[src/rtl/apb_master_arbiter_if.sv]
// Bundles the requester-side handshake and the APB bus signals of apb_master_arbiter.
// Latency: none; this is wiring only.
// Backpressure: requesters hold req_valid until req_ready; the slave stretches with pready.
// Ports: req_valid/req_write/req_addr/req_wdata in, req_ready/rsp_valid/rsp_rdata/rsp_err out,
//        paddr/prwd/pwdata/psel/penable out, prdata/pready/pslverr in (arbiter view = master).
interface apb_master_arbiter_if #(
  parameter int NUM_REQ      = 2,
  parameter int PADDR_WIDTH  = 32,
  parameter int PWDATA_WIDTH = 32,
  parameter int PRDATA_WIDTH = 32
);
  logic [NUM_REQ-1:0]              req_valid;
  logic [NUM_REQ-1:0]              req_write;
  logic [NUM_REQ*PADDR_WIDTH-1:0]  req_addr;
  logic [NUM_REQ*PWDATA_WIDTH-1:0] req_wdata;
  logic [NUM_REQ-1:0]              req_ready;
  logic [NUM_REQ-1:0]              rsp_valid;
  logic [PRDATA_WIDTH-1:0]         rsp_rdata;
  logic                            rsp_err;
  logic [PADDR_WIDTH-1:0]          paddr;
  logic                            prwd;
  logic [PWDATA_WIDTH-1:0]         pwdata;
  logic                            psel;
  logic                            penable;
  logic [PRDATA_WIDTH-1:0]         prdata;
  logic                            pready;
  logic                            pslverr;

  // Arbiter side.
  modport master (
    input  req_valid, req_write, req_addr, req_wdata, prdata, pready, pslverr,
    output req_ready, rsp_valid, rsp_rdata, rsp_err, paddr, prwd, pwdata, psel, penable
  );

  // Environment side: requesters plus the APB slave.
  modport slave (
    output req_valid, req_write, req_addr, req_wdata, prdata, pready, pslverr,
    input  req_ready, rsp_valid, rsp_rdata, rsp_err, paddr, prwd, pwdata, psel, penable
  );
endinterface

[src/rtl/apb_master_arbiter.sv]
// Round-robin arbiter that sequences NUM_REQ local requesters onto one APB slave port.
// Latency: request seen in IDLE at T -> SETUP T+1, ACCESS T+2, response T+3 with no wait states.
// Backpressure: pready wait states stall ACCESS (bounded by TIMEOUT); losers hold req_valid.
// Ports: pclock, preset (async, active high); bus = apb_master_arbiter_if.master carrying the
//        requester handshake (req_*/rsp_*) and the APB signals (paddr..penable, prdata..pslverr).
module apb_master_arbiter #(
  parameter int NUM_REQ      = 2,
  parameter int PADDR_WIDTH  = 32,
  parameter int PWDATA_WIDTH = 32,
  parameter int PRDATA_WIDTH = 32,
  parameter int TIMEOUT      = 16
) (
  input  logic                 pclock,
  input  logic                 preset,
  apb_master_arbiter_if.master bus
);

  localparam int IW = (NUM_REQ > 1) ? $clog2(NUM_REQ) : 1;
  localparam int TW = (TIMEOUT > 1) ? $clog2(TIMEOUT) : 1;
  // Last wait cycle allowed; pready still low in this cycle aborts the transfer.
  localparam logic [TW-1:0] TLAST = (TIMEOUT > 0) ? TW'(TIMEOUT - 1) : '0;
  localparam logic [NUM_REQ-1:0] ONE = NUM_REQ'(1);
  localparam logic [IW:0] NREQ_W = (IW+1)'(NUM_REQ);

  typedef enum logic [1:0] {
    IDLE   = 2'd0,
    SETUP  = 2'd1,
    ACCESS = 2'd2
  } state_t;

  state_t        state;
  logic [IW-1:0] rr_ptr;   // first requester searched at the next decision
  logic [IW-1:0] grant;    // owner of the transfer in flight
  logic [TW-1:0] timer;

  logic          found;
  logic [IW-1:0] win;
  logic [IW-1:0] win_next;
  logic [IW:0]   idx;
  logic          rest;

  // Round-robin search starting at rr_ptr, wrapping modulo NUM_REQ.
  always_comb begin
    found = 1'b0;
    win   = '0;
    idx   = '0;
    for (int k = 0; k < NUM_REQ; k++) begin
      idx = {1'b0, rr_ptr} + (IW+1)'(k);
      if (idx >= NREQ_W) idx = idx - NREQ_W;
      if (!found && bus.req_valid[idx[IW-1:0]]) begin
        found = 1'b1;
        win   = idx[IW-1:0];
      end
    end
  end

  assign win_next = (win == IW'(NUM_REQ - 1)) ? '0 : win + 1'b1;

  // The IDLE cycle that carries rsp_valid is a rest cycle: no decision is taken in it,
  // so every transfer occupies at least four cycles and a requester that sees its
  // response has a full cycle to present its next request before arbitration.
  assign rest = |bus.rsp_valid;

  always_ff @(posedge pclock or posedge preset) begin
    if (preset) begin
      state         <= IDLE;
      rr_ptr        <= '0;
      grant         <= '0;
      timer         <= '0;
      bus.psel      <= 1'b0;
      bus.penable   <= 1'b0;
      bus.prwd      <= 1'b0;
      bus.paddr     <= '0;
      bus.pwdata    <= '0;
      bus.req_ready <= '0;
      bus.rsp_valid <= '0;
      bus.rsp_rdata <= '0;
      bus.rsp_err   <= 1'b0;
    end else begin
      bus.req_ready <= '0;
      bus.rsp_valid <= '0;
      case (state)
        IDLE: begin
          bus.psel    <= 1'b0;
          bus.penable <= 1'b0;
          if (found && !rest) begin
            state         <= SETUP;
            bus.psel      <= 1'b1;
            bus.req_ready <= ONE << win;
            bus.paddr     <= bus.req_addr[win*PADDR_WIDTH +: PADDR_WIDTH];
            bus.prwd      <= bus.req_write[win];
            bus.pwdata    <= bus.req_wdata[win*PWDATA_WIDTH +: PWDATA_WIDTH];
            grant         <= win;
            rr_ptr        <= win_next;
          end
        end
        SETUP: begin
          state       <= ACCESS;
          bus.penable <= 1'b1;
          timer       <= '0;
        end
        ACCESS: begin
          if (bus.pready) begin
            state         <= IDLE;
            bus.psel      <= 1'b0;
            bus.penable   <= 1'b0;
            bus.rsp_valid <= ONE << grant;
            bus.rsp_err   <= bus.pslverr;
            bus.rsp_rdata <= bus.prwd ? '0 : bus.prdata;
          end else if ((TIMEOUT > 0) && (timer == TLAST)) begin
            state         <= IDLE;
            bus.psel      <= 1'b0;
            bus.penable   <= 1'b0;
            bus.rsp_valid <= ONE << grant;
            bus.rsp_err   <= 1'b1;
            bus.rsp_rdata <= '0;
          end else begin
            timer <= timer + 1'b1;
          end
        end
        default: begin
          state       <= IDLE;
          bus.psel    <= 1'b0;
          bus.penable <= 1'b0;
        end
      endcase
    end
  end

endmodule

[src/flat_wrapper.sv]
// flat-port wrapper written by rule: the top's interface ports become plain ports
module apb_master_arbiter_flat 
#(
  parameter int NUM_REQ      = 2,
  parameter int PADDR_WIDTH  = 32,
  parameter int PWDATA_WIDTH = 32,
  parameter int PRDATA_WIDTH = 32,
  parameter int TIMEOUT      = 16
)
  (pclock, preset, bus_req_valid, bus_req_write, bus_req_addr, bus_req_wdata, bus_prdata, bus_pready, bus_pslverr, bus_req_ready, bus_rsp_valid, bus_rsp_rdata, bus_rsp_err, bus_paddr, bus_prwd, bus_pwdata, bus_psel, bus_penable);
  apb_master_arbiter_if #(.NUM_REQ(NUM_REQ), .PADDR_WIDTH(PADDR_WIDTH), .PWDATA_WIDTH(PWDATA_WIDTH), .PRDATA_WIDTH(PRDATA_WIDTH)) bus_i ();
  input  logic pclock;
  input  logic preset;
  input wire logic [$bits(bus_i.req_valid)-1:0] bus_req_valid;
  input wire logic [$bits(bus_i.req_write)-1:0] bus_req_write;
  input wire logic [$bits(bus_i.req_addr)-1:0] bus_req_addr;
  input wire logic [$bits(bus_i.req_wdata)-1:0] bus_req_wdata;
  input wire logic [$bits(bus_i.prdata)-1:0] bus_prdata;
  input wire logic [$bits(bus_i.pready)-1:0] bus_pready;
  input wire logic [$bits(bus_i.pslverr)-1:0] bus_pslverr;
  output wire logic [$bits(bus_i.req_ready)-1:0] bus_req_ready;
  output wire logic [$bits(bus_i.rsp_valid)-1:0] bus_rsp_valid;
  output wire logic [$bits(bus_i.rsp_rdata)-1:0] bus_rsp_rdata;
  output wire logic [$bits(bus_i.rsp_err)-1:0] bus_rsp_err;
  output wire logic [$bits(bus_i.paddr)-1:0] bus_paddr;
  output wire logic [$bits(bus_i.prwd)-1:0] bus_prwd;
  output wire logic [$bits(bus_i.pwdata)-1:0] bus_pwdata;
  output wire logic [$bits(bus_i.psel)-1:0] bus_psel;
  output wire logic [$bits(bus_i.penable)-1:0] bus_penable;
  assign bus_i.req_valid = bus_req_valid;
  assign bus_i.req_write = bus_req_write;
  assign bus_i.req_addr = bus_req_addr;
  assign bus_i.req_wdata = bus_req_wdata;
  assign bus_i.prdata = bus_prdata;
  assign bus_i.pready = bus_pready;
  assign bus_i.pslverr = bus_pslverr;
  assign bus_req_ready = bus_i.req_ready;
  assign bus_rsp_valid = bus_i.rsp_valid;
  assign bus_rsp_rdata = bus_i.rsp_rdata;
  assign bus_rsp_err = bus_i.rsp_err;
  assign bus_paddr = bus_i.paddr;
  assign bus_prwd = bus_i.prwd;
  assign bus_pwdata = bus_i.pwdata;
  assign bus_psel = bus_i.psel;
  assign bus_penable = bus_i.penable;
  apb_master_arbiter #(.NUM_REQ(NUM_REQ), .PADDR_WIDTH(PADDR_WIDTH), .PWDATA_WIDTH(PWDATA_WIDTH), .PRDATA_WIDTH(PRDATA_WIDTH), .TIMEOUT(TIMEOUT)) u_core (.pclock(pclock), .preset(preset), .bus(bus_i));
endmodule
[config.mk]
export PLATFORM = sky130hd
export DESIGN_NAME = apb_master_arbiter_flat
export DESIGN_NICKNAME = d
export VERILOG_FILES = /design/src/rtl/apb_master_arbiter_if.sv /design/src/rtl/apb_master_arbiter.sv /design/src/flat_wrapper.sv
export SDC_FILE = /design/constraint.sdc
export NUM_CORES = 1
export LEC_CHECK = 0
export ABC_AREA = 0
export ABC_CLOCK_PERIOD_IN_PS = 7100
export CAP_MARGIN = 10
export CORE_MARGIN = 2
export CORE_UTILIZATION = 24
export CTS_CLUSTER_DIAMETER = 30
export CTS_CLUSTER_SIZE = 10
export DETAILED_ROUTE_END_ITERATION = 6
export PLACE_DENSITY = 0.53
export RECOVER_POWER = 100
export SYNTH_ARGS = -nofsm -noshare
export SYNTH_HDL_FRONTEND = slang
export SYNTH_SLANG_ARGS = --single-unit
[constraint.sdc]
create_clock -name pclock -period 7.1 [get_ports pclock]
set_input_delay 0.71 -clock pclock [delete_from_list [all_inputs] [get_ports pclock]]
set_output_delay 0.71 -clock pclock [all_outputs]
set_load 0.01 [all_outputs]
==> impl_metrics.tcl <==
set metrics [dict create \
    path_clk_slew_ns 0.08 \
    r2r-start "u_core.state[0]" \
    vias_per_cell 4.860 \
    violations "capacitance limit, slew limit" \
    design_area_sq_um 8605 \
    setup_viol_count_final 0 \
    worstSetupPathType "in2reg" \
    min_to "u_core.bus.psel" \
    dp_hpwl_mm 12.73 \
    worst_setup_path_end_kind "flip-flop" \
    ys_warn_count 0 \
    crit_family "buffers and inverters" \
    numPortBuffers 271 \
    synth-edff-count 0 \
    netlist_instances 573 \
    synth_ff_type "dfrtp_1" \
    layout_common_cells "clkdlybuf4s50_1 (164), dfrtp_1 (111), dlygate4sd3_1 (106)" \
    rows 55 \
    final_util_pct 38.35 \
    critical-path-slowest-cell "clkbuf_1" \
    grt_pass1_vias 5522 \
    drv_slew 254 \
    antenna_found_initial 0 \
    rsz0062_at_grt "no" \
    cts-root-buf "clkbuf_16" \
    die_h_um 154.6 \
    cts_num_sinks 112 \
    core_sq_um 22430 \
    hp-start "u_core.bus.psel" \
    power_density_nw_per_um2 360.0 \
    h-tree-depth 3 \
    synth_area_sq_um 5440 \
    cp.required_ns 7.23 \
    insertedDiodeCount 0 \
    worst-path-max-fanout 67 \
    post_dp_cell_area_sq_um 8332 \
    synth_seq_cells 112 \
    crit_arrival_ns 4.97 \
    path_cells "buf_2 -> buf_4 -> or2_2 -> buf_4 -> nand2_1 -> inv_1 -> clkbuf_1 -> a31oi_1" \
    tightest_slew_ns 2.089 \
    ios 272 \
    fin_crit_sh_pct 68.19 \
    die-area_sq_um 23890 \
    async_flop_share_pct 100.0 \
    post-place-ws_ns 3.250 \
    ys_seq_area_share_pct 51.52 \
    critPathLaunchType "input port" \
    clock_path_buffers 2 \
    crit_path_max_incr_delay_ns 1.55 \
    clock_latency_ns 0.35 \
    grt_pass1_wl_mm 31.04 \
    syn_nets 742 \
    r2r_setup_slack_ns 2.83 \
    final_hold_viol_count 0 \
    power_leakage_nw 3.272 \
    ys_types 30 \
    start_util_pct 24.25 \
    dieWidth_um 154.6 \
    cts_resized 0 \
    r2r-end "u_core.bus.pwdata[23]" \
    drive_gt1_share_pct 4.094 \
    fmax_ghz 0.2065 \
    grt_remaining_overflow 0 \
    ctsHoldBuffers 0 \
    drc_errors 0 \
    slew_headroom_pct -39.28 \
    path_common_cell "buf_4" \
    gp_congestion 0.7439 \
    timing.final.crit_period_ns 4.842 \
    area.growth.synth_to_final_pct 58.16 \
    drt_iter0_drc 336 \
    cap_violations 5 \
    ir_worst_vdd_v 0.0001328 \
    antenna_left 0 \
    wirelength_mm 19.96 \
    firstDrtPassIters 5 \
    crit_buf_inv 5 \
    hold_depth 1 \
    cts_made_buffers 9 \
    syn_area_per_cell_sq_um 9.494 \
    post_cts_buffers 0 \
    setup_tns_ns 0 \
    grt_max_degree 76 \
    outcome "complete, but fails checks" \
    layout_setup_ws_ns 2.258 \
    fin_nets 970 \
    via_count 5302 \
    r2r_cells 6 \
    grt.total_usage_pct 16.28 \
    cts_tree "done" \
    min_path_type "reg2reg" \
    final_common_cell "clkdlybuf4s50_1" \
    fin_skew_ns 0.01295 \
    detail_route.wl_per_cell_um 18.29 \
]
[worst max path at each step]
stage                     start                    end  slack [ns]  cells after the start
4_1_cts        bus_req_valid[1]  u_core.bus.pwdata[19]        3.64                      8
2_1_floorplan            preset    u_core.bus.paddr[0]        3.43                      1
5_1_grt        bus_req_valid[1]  u_core.bus.pwdata[25]        1.85                      8
3_3_place_gp   bus_req_valid[1]   u_core.bus.pwdata[7]        3.29                      8
6_report       bus_req_valid[1]  u_core.bus.pwdata[23]        2.26                      8
3_5_place_dp   bus_req_valid[1]  u_core.bus.pwdata[23]        3.25                      8
[power breakdown]
part | internal (mW) | switching [mW]
logic | 0.694 | 0.802
clock network | 0.262 | 0.251
registers | 0.930 | 0.160
[routing by layer]
| layer | global-route usage [%] | routed length, um | share of wire (%) | vias up |
|---|---|---|---|---|
| li1 | - | - | - | 2553 |
| met1 | 21.75 | 8927 | 45 | 2499 |
| met4 | 4.718 | 334 | 1.7 | 0 |
| met5 | 0 | 0 | 0 | - |
| met3 | 4.735 | 1661 | 8.3 | 20 |
| met2 | 25.70 | 9037 | 45 | 230 |
[cell usage after synthesis (15+ instances only)]
cell        n  share of area [%]
clkbuf_1   47                3.2
o211ai_1   66                9.1
mux2i_1    33                6.1
nand2_1    33                2.3
a31oi_1    66                7.6
o21ai_0    68                6.3
a21oi_1    67                6.2
dfrtp_1   112                 52
inv_1      38                2.6
buf_2      15                1.4
[registers in the layout (all words and copies together) (netlist names)]
| name | count |
|---|---|
| u_core.bus.rsp_err | 1 |
| u_core.bus.pwdata | 32 |
| u_core.bus.psel | 1 |
| u_core.bus.rsp_rdata | 32 |
| u_core.grant | 1 |
| u_core.rr_ptr | 1 |
| u_core.bus.penable | 1 |
| u_core.bus.rsp_valid | 2 |
| u_core.state | 2 |
| u_core.timer | 4 |
| u_core.bus.req_ready | 2 |
| u_core.bus.prwd | 1 |
| u_core.bus.paddr | 32 |
[metrics by stage]
stage                     hold slack (ns)  total power, mW  std cells
final                              0.4840            3.098       1091
after global routing               0.5136            3.325       1091
after CTS                          0.4983            3.260       1091
after global placement             0.4671            2.719       1075
after detailed placement           0.4818            2.734       1075
after floorplan                    0.4227            1.864        573
[logic make-up (layout without fill, tap and decap cells)]
kind of cell / after synthesis / in the layout / synth area share (%)
flip-flops: 112 / 112 / 51.52
multiplexers: 34 / 34 / 6.279
adder cells (fa/ha/maj): 1 / 1 / 0.2300
AND/OR/NAND/NOR: 49 / 49 / 4.278
AO/OA/AOI/OAI: 273 / 273 / 30.04
buffers and inverters: 104 / 337 / 7.659
[layout make-up]
cell class,instances,area (sq um)
fillers,2254,13830
flip-flops and latches,112,2804
repair buffers,281,2773
multi-input cells,357,2228
well taps,285,356.6
clock buffers,11,252.7
inverters,40,151.4
clock inverters,5,38.79
(Power assumes the default switching activity.)
==> edit: new RTL, config.mk and constraints unchanged <==
`NUM_REQ` is set to 2 in 3 places; all go to 4.
--- a/src/rtl/apb_master_arbiter_if.sv
+++ b/src/rtl/apb_master_arbiter_if.sv
@@ -5,5 +5,5 @@
 //        paddr/prwd/pwdata/psel/penable out, prdata/pready/pslverr in (arbiter view = master).
 interface apb_master_arbiter_if #(
-  parameter int NUM_REQ      = 2,
+  parameter int NUM_REQ      = 4,
   parameter int PADDR_WIDTH  = 32,
   parameter int PWDATA_WIDTH = 32,
--- a/src/rtl/apb_master_arbiter.sv
+++ b/src/rtl/apb_master_arbiter.sv
@@ -5,5 +5,5 @@
 //        requester handshake (req_*/rsp_*) and the APB signals (paddr..penable, prdata..pslverr).
 module apb_master_arbiter #(
-  parameter int NUM_REQ      = 2,
+  parameter int NUM_REQ      = 4,
   parameter int PADDR_WIDTH  = 32,
   parameter int PWDATA_WIDTH = 32,
--- a/src/flat_wrapper.sv
+++ b/src/flat_wrapper.sv
@@ -2,5 +2,5 @@
 module apb_master_arbiter_flat 
 #(
-  parameter int NUM_REQ      = 2,
+  parameter int NUM_REQ      = 4,
   parameter int PADDR_WIDTH  = 32,
   parameter int PWDATA_WIDTH = 32,
Ports: changed (6 resized); port bits go from 272 to 408. No check against the original RTL was run, so the function may have changed too.
==> edit against the original RTL <==
The flow still finishes with violations (capacitance limit, slew limit); global-route usage rose by 2.5 points; sequential cell count grew 6; first-iteration DRC count increased by 10%; power is 27% higher; design area increased by 30%; area after synthesis rose by 19%; clock power up 76%; routed wire length increased by 38%; maximum frequency down 0.89%; setup slack worse by 0.044 ns; highest routed layer unchanged.
==> edit: results <==
<?xml version="1.0" encoding="UTF-8"?>
<metrics>
  <group name="logic_synthesis">
    <metric name="synthTopCellsByArea" unit="">sky130_fd_sc_hd__dfrtp_1 46%, sky130_fd_sc_hd__mux2i_1 10%, sky130_fd_sc_hd__o221ai_2 7.2%, sky130_fd_sc_hd__and3_1 6.6%, sky130_fd_sc_hd__a21oi_1 5.4%</metric>
    <metric name="compound_gate_fraction_of_synth_area" unit="%">18.9</metric>
    <metric name="yosys.cell_types.count" unit="">38</metric>
    <metric name="mappedNetlistNets" unit="">968</metric>
  </group>
  <group name="job">
    <metric name="timing.max_cap.violations" unit="">4</metric>
  </group>
  <group name="sta">
    <metric name="timing_max_transition_violations_final" unit="">192</metric>
    <metric name="layout_worst_path_cycle_share" unit="%">68.8</metric>
  </group>
  <group name="detailed_routing">
    <metric name="routedWlPerCell" unit="um">19.7</metric>
    <metric name="detail_route.vias_per_cell" unit="">4.66</metric>
    <metric name="routed-wl-met3" unit="um">2100</metric>
  </group>
  <group name="layout">
    <metric name="inverters" unit="">72</metric>
    <metric name="final.signal_buffer_count" unit="">414</metric>
    <metric name="insertedDiodeCount" unit="">1</metric>
    <metric name="sequential_cell_area" unit="sq um">2950</metric>
  </group>
  <group name="cts">
    <metric name="cts.reportedPaths.clkPinSlew" unit="ns">0.06</metric>
    <metric name="cts-buffers-inserted" unit="">17</metric>
  </group>
  <group name="critical_path">
    <metric name="crit_path_max_fanout" unit="">72</metric>
    <metric name="worst-r2r-setup-slack" unit="ns">2.90</metric>
  </group>
  <group name="global_routing">
    <metric name="track_usage" unit="%">18.8</metric>
    <metric name="groute.layer.met3.usage" unit="%">5.24</metric>
    <metric name="grt.met1_usage" unit="%">22.9</metric>
    <metric name="grt_start_max_net_pins" unit="">73</metric>
  </group>
  <group name="run_status">
    <metric name="violations" unit="">capacitance limit, slew limit</metric>
    <metric name="run_status" unit="">finished with violations</metric>
  </group>
  <group name="place">
    <metric name="finalWeightedCongestion" unit="">0.810</metric>
  </group>
</metrics>
[edit: changes by cell type after synthesis, moves of 32 or more]
cell,change
sky130_fd_sc_hd__and3_1,+67
sky130_fd_sc_hd__a31oi_1,-66
sky130_fd_sc_hd__o211ai_1,-66
sky130_fd_sc_hd__o21ai_0,-63
sky130_fd_sc_hd__nand2_1,+49
sky130_fd_sc_hd__mux2i_1,+34
sky130_fd_sc_hd__o221ai_1,+34
sky130_fd_sc_hd__inv_1,+32
sky130_fd_sc_hd__nand3_1,+32
[edit: metrics by stage]
| step | cell area (sq um) | hold WS, ns | total power [mW] | instances |
|---|---|---|---|---|
| after floorplan | 6470 | 0.448 | 2.27 | 666 |
| after global placement | 10800 | 0.450 | 3.24 | 1367 |
| after detailed placement | 10800 | 0.455 | 3.26 | 1367 |
| after CTS | 11400 | 0.469 | 4.17 | 1398 |
| after global routing | 11200 | 0.483 | 4.18 | 1398 |
| final | 11200 | 0.458 | 3.92 | 1399 |
